$ cat src/rtl/artyz7_led_driver.sv
// Shows one LED pattern command at a time: PWM-dims the enabled LEDs for a number
// of PWM periods, then blanks the LEDs and accepts the next command.
module artyz7_led_driver #(
  parameter int num_leds      = 4,
  parameter int prescaler_div = 125,
  parameter int pwm_width     = 8
) (
  input  logic                 clk_ext,
  input  logic                 rst_n,
  input  logic                 in_valid,
  output logic                 in_ready,
  input  logic [0:num_leds-1]  in_pattern,
  input  logic [pwm_width-1:0] in_duty,
  input  logic [15:0]          in_hold,
  output logic [0:num_leds-1]  led,
  output logic                 busy,
  output logic                 done
);

  localparam int presc_w = (prescaler_div > 1) ? $clog2(prescaler_div) : 1;
  localparam logic [presc_w-1:0]   presc_max = presc_w'(prescaler_div - 1);
  localparam logic [pwm_width-1:0] step_max  = '1;

  typedef enum logic {
    IDLE,
    SHOW
  } state_e;

  state_e                 state_q;
  logic [presc_w-1:0]     presc_q;
  logic [pwm_width-1:0]   step_q;
  logic [15:0]            remain_q;
  logic [0:num_leds-1]    pattern_q;
  logic [pwm_width-1:0]   duty_q;
  logic [0:num_leds-1]    led_q;
  logic [0:num_leds-1]    led_d;
  logic                   in_ready_q;
  logic                   busy_q;

  logic presc_wrap;
  logic period_end;
  logic last_period;

  assign presc_wrap  = (presc_q == presc_max);
  assign period_end  = presc_wrap && (step_q == step_max);
  assign last_period = (remain_q == 16'd1);

  // Decoded from registers only, so it is high exactly on the final SHOW cycle.
  assign done = (state_q == SHOW) && period_end && last_period;

  always_comb begin
    // NOTE: every bit gets a default first so no latch is inferred.
    led_d = '0;
    for (int i = 0; i < num_leds; i++) begin
      led_d[i] = (state_q == SHOW) && pattern_q[i] && (step_q < duty_q);
    end
  end

  // NOTE: all state updates use non-blocking assignments so every register
  // samples pre-edge values regardless of statement order.
  always_ff @(posedge clk_ext) begin
    if (!rst_n) begin
      state_q    <= IDLE;
      presc_q    <= '0;
      step_q     <= '0;
      remain_q   <= '0;
      pattern_q  <= '0;
      duty_q     <= '0;
      led_q      <= '0;
      in_ready_q <= 1'b1;
      busy_q     <= 1'b0;
    end else begin
      led_q <= led_d;
      unique case (state_q)
        IDLE: begin
          if (in_valid && in_ready_q) begin
            pattern_q  <= in_pattern;
            duty_q     <= in_duty;
            remain_q   <= (in_hold == 16'd0) ? 16'd1 : in_hold;
            presc_q    <= '0;
            step_q     <= '0;
            state_q    <= SHOW;
            in_ready_q <= 1'b0;
            busy_q     <= 1'b1;
          end
        end
        SHOW: begin
          presc_q <= presc_wrap ? '0 : presc_q + 1'b1;
          if (presc_wrap) begin
            step_q <= step_q + 1'b1;
          end
          if (period_end) begin
            if (last_period) begin
              state_q    <= IDLE;
              in_ready_q <= 1'b1;
              busy_q     <= 1'b0;
            end else begin
              remain_q <= remain_q - 16'd1;
            end
          end
        end
        default: state_q <= IDLE;
      endcase
    end
  end

  assign led      = led_q;
  assign in_ready = in_ready_q;
  assign busy     = busy_q;

endmodule

$ cat config.mk
export PLATFORM = sky130hd
export DESIGN_NAME = artyz7_led_driver
export DESIGN_NICKNAME = d
export VERILOG_FILES = /design/src/rtl/artyz7_led_driver.sv
export SDC_FILE = /design/constraint.sdc
export NUM_CORES = 1
export LEC_CHECK = 0
export ABC_AREA = 1
export CAP_MARGIN = 20
export CORE_ASPECT_RATIO = 1.4
export CORE_UTILIZATION = 59
export DETAILED_ROUTE_END_ITERATION = 6
export PLACE_DENSITY = 0.95
export REMOVE_ABC_BUFFERS = 1
export SLEW_MARGIN = 30
export SYNTH_ARGS = -nofsm -noshare
export SYNTH_HDL_FRONTEND = slang
export SYNTH_SLANG_ARGS = --single-unit
$ cat constraint.sdc
create_clock -name clk_ext -period 2.2 [get_ports clk_ext]
set_input_delay 0.33 -clock clk_ext [delete_from_list [all_inputs] [get_ports clk_ext]]
set_output_delay 0.33 -clock clk_ext [all_outputs]
set_load 0.05 [all_outputs]
* Word-level counts from Yosys, hierarchy flattened *
Cells that the tools add are included.
Widths: inputs -> output; s select.

storage, ports and cells
  register bits after elaboration = 50
  output and inout bits = 7
  logic and storage cells = 62

operators by class
  add/sub/neg operators = 3
  order comparisons = 1
  equal/unequal tests = 8
  multiplexer cells = 23
  bitwise gates (word level) = 1
  reduce and logical (&&, ||, !) cells = 17

operators with widths
  cell                   count
  $mux 16                4
  $pmux 16 s2            1
  $eq 16x1->1 const B    1
  $logic_not 16->1       1
  $mux 8                 2
  $pmux 8 s2             1
  $sub 16x1->16 const B  1
  $mux 7                 2
  $pmux 7 s2             1
  $logic_and 1x1->1      12
  $mux 1                 9
  $add 8x1->8 const B    1
  $eq 8x8->1 const B     1
  $lt 8x8->1             1
  $add 7x1->7 const B    1
  $eq 7x7->1 const B     1
  $ne 2x1->1 const B     3
  $pmux 1 s2             3
  $reduce_and 3->1       2
  $ne 2x2->1 const B     2
  $reduce_and 2->1       2
  $not 1->1              1

* Depth between registers and ports, before layout *
  depth in word-level cells = 4
  mapped depth = 11
  depth with buffers taken out = 11

* Least setup slack after synthesis *
OpenSTA, ideal clock, no wires.

  path kind = flip-flop to output port
  start = register step_q[0]
  end = output done
  arrival = 1476 ps
  path slack = 394 ps
  cell stages (with the launch flop) = 8
  buffers on the path = 0
  cell sequence = dfxtp_1 -> ha_1 -> nand3_1 -> nor2_1 -> nand3_1 -> nor3_1 -> nand3_1 -> inv_1

between the ends
  word-level cells in the longest chain between the ends = 4

RTL lines
  what                            RTL line  source
  from (decl)                     31        logic [pwm_width-1:0] step_q;
  from (signal assigned)          90        step_q <= step_q + 1'b1;
  $eq 8x8->1                      45        assign period_end = presc_wrap && (step_q == step_max);
  $logic_and 1x1->1               45
  $logic_and 1x1->1 (2 in a row)  49        assign done = (state_q == SHOW) && period_end && last_period;
  to (decl)                       17        output logic done

No other way between the ends.

* Worst setup path in the final report *
Same ends and word-level chain as after synthesis.

==> results.json <==
{
  "grt_use_total": 0.300,
  "critical_path_buf_inv_count": 2,
  "syn_area_um2": 2830,
  "peakVddDrop_mv": 0.414,
  "fin_cells": 535,
  "multi_input_area_um2": 1590,
  "end_kind": "output pin",
  "finalCritPeriodShare": 1.02,
  "syn_avg_cell_area_um2": 6.59,
  "finalSetupViolCount": 1,
  "port_buffers": 37,
  "seq_area_um2": 1000,
  "routed_wl_um": 7260,
  "drtIter0Drc": 180,
  "yosysTopAreaCell": "dfxtp_1",
  "synthMuxAreaShare": 0,
  "antenna_found_initial": 0,
  "clk_latency_ns": 0.31,
  "leakage_nw": 1.47,
  "placed_cells": 524,
  "diodes": 0,
  "ys.flop_type": "dfxtp_1",
  "hold_ws_ns": 0.452,
  "ys_seq_elements": 50,
  "vias": 2986,
  "ys_top_cells_by_count": "106 x nand2_1, 67 x nor2_1, 50 x dfxtp_1",
  "async_reset_ff_frac": 0,
  "first_global_vias": 2895,
  "worst_slack_ns": -0.0463,
  "synth_compound_area_frac": 0.158,
  "finalCriticalPeriod_ns": 2.25,
  "dp_slack_ns": 0.305,
  "synth-xor-area-share": 0.0155,
  "critPathKind": "register to output pin",
  "worst_path_max_delay_cell": "dfxtp_2",
  "busiest_layer": "met2",
  "startpoint_type": "register",
  "postSynthCellCount": 430,
  "crit_cells": 8,
  "num_rows": 29,
  "crit_chain": "ha_1 > nand3_1 > nor2_2 > nand3_2 > nor3_2 > nand3_2 > inv_2 > buf_12",
  "chipWidth_um": 60.6,
  "worstPathRequired_ns": 1.87,
  "cts_buffers": 5,
  "synth_top_area_share": 0.353,
  "drc": 0,
  "max_slew_margin": 0.629,
  "drtAntennaViolNets": 0,
  "global_route.usage.met1": 0.273,
  "fillers": 350,
  "initial_core_util": 0.620,
  "cts.sink_count": 50,
  "clock-root-buffer": "clkbuf_8",
  "nets": 515,
  "tritoncts": "built",
  "violations": "setup timing",
  "maxSlewViolCount": 0,
  "crit_path_frequent_cell": "nand3_2",
  "fmax_ghz": 0.445,
  "grt_pass1_wl_um": 11700,
  "synth-seq-area-share": 0.353,
  "finalClockSkew_ns": 0.00615,
  "synth_edf_count": 0,
  "synth.most_common_cell": "nand2_1",
  "cts_buffer_depth": 2,
  "cp_slowest_stage_delay_ns": 0.37,
  "finalHoldViolCount": 0,
  "via_per_inst": 5.58,
  "total_power_mw": 2.30,
  "area_growth_pct": 21.4,
  "cap_violations": 0,
  "r2r_cells": 10,
  "wl_per_cell_um": 13.6,
  "synth_cell_type_count": 34,
  "die-area_um2": 5090,
  "synth_top_family_by_area": "simple AND/OR/NAND/NOR gates",
  "synth-simple-area-share": 0.330,
  "ctsHtreeMaxLevel": 2,
  "globalRouteMet2Util": 0.583,
  "drive_gt1_frac": 0.0909,
  "use_met3": 0.0589,
  "synth_area_leaders": "dfxtp_1 35%, nand2_1 14%, nor2_1 8.9%",
  "hold_class": "register to register",
  "status": "complete, but fails checks",
  "cp.arrival_ns": 1.92,
  "io_pins": 38,
  "cp_top_family": "simple AND/OR/NAND/NOR gates",
  "synth_fa_ha_area_frac": 0.0530,
  "dr.pass1.iters": 4,
  "crit_path_max_fanout": 5,
  "dp_hpwl_um": 5270,
  "worst_pin_slew_ns": 0.553,
  "whs_path_depth": 2,
  "gp_congestion": 0.958,
  "grt_overflow": 0,
  "yosys_warnings": 0,
  "grt_max_degree": 32,
  "core_area_um2": 4570,
  "path_clk_slew_ns": 0.10,
  "power_density_nw_per_um2": 668,
  "die_y_um": 84.0
}
where the power goes:
| group | internal [mW] | switching, mW | total (mW) |
|---|---|---|---|
| combinational | 0.232 | 0.374 | 0.606 |
| sequential | 0.970 | 0.0587 | 1.03 |
| clock | 0.339 | 0.324 | 0.663 |
sequential cells by signal, indices dropped and copies added, names as in the netlist:
| signal | cells |
|---|---|
| pattern_q | 4 |
| busy | 1 |
| remain_q | 16 |
| state_q | 1 |
| duty_q | 8 |
| in_ready | 1 |
| presc_q | 7 |
| led | 4 |
| step_q | 8 |
cell usage in the layout, fill, tap and decap left out, types with 2 or more instances in the layout:
master,instances
clkbuf_8,5
nand3_1,22
clkdlybuf4s50_1,36
nor3_1,5
nand2_2,3
clkinvlp_4,2
nand4_1,4
nand3_2,4
a21oi_1,33
o21ai_0,31
a21oi_2,4
nor2_2,2
dfxtp_2,2
dfxtp_1,48
ha_1,12
nand2_1,106
buf_4,11
nor2_1,66
nor2_4,2
xnor2_1,2
o22ai_1,6
a211oi_1,3
xor2_1,3
inv_1,46
and3_1,2
final timing paths:
kind | from | endpoint | slack (ns)
worst max-delay path | step_q[0] | done | -0.05
worst min-delay path | pattern_q[1] | led[1] | 0.45
worst max register to register | step_q[0] | busy | 0.23
worst min register to register | pattern_q[1] | led[1] | 0.45
logic make-up after synthesis:
| group | Yosys count |
|---|---|
| compound gates | 81 |
| xor+xnor | 5 |
| fa+ha+maj | 12 |
| buf+inv | 62 |
| flops | 50 |
| simple gates | 220 |
per-stage QoR:
stage | TNS [ns] | util | cell area (um2)
after floorplan | 0 | - | 2760
after global placement | 0 | 0.718 | 3280
after detailed placement | 0 | 0.718 | 3280
after CTS | 0 | 0.745 | 3410
after global routing | -0.146 | 0.752 | 3440
final | -0.0463 | 0.752 | 3440
what timing repair did:
item	CTS	global route
setup endpoints to repair	1	1
hold endpoints to repair	0	0
hold buffers	0	0
buffers inserted	1	2
pin swaps	0	3
gates resized for setup	1	6
worst min-delay path: cells and delay by family, from the launching register on:
family / cells / cell delay [ns]
and+or+nand+nor: 2 / 0.10
DFF: 1 / 0.32
cell type report:
cell class / instances / share of cell area
timing repair buffer: 48 / 0.135
inverter: 49 / 0.0542
clock buffer: 5 / 0.0200
sequential: 50 / 0.292
multi-input combinational: 318 / 0.464
clock inverter: 3 / 0.0131
tap: 62 / 0.0226
per-layer routing:
metal	part of all wire	wire, um	vias up
li1	-	-	1474
met1	0.36	2580	1358
met2	0.55	3990	121
met3	0.054	393	33
met4	0.041	299	0
met5	0	0	-
No activity file was read; power rests on OpenSTA's default activity.
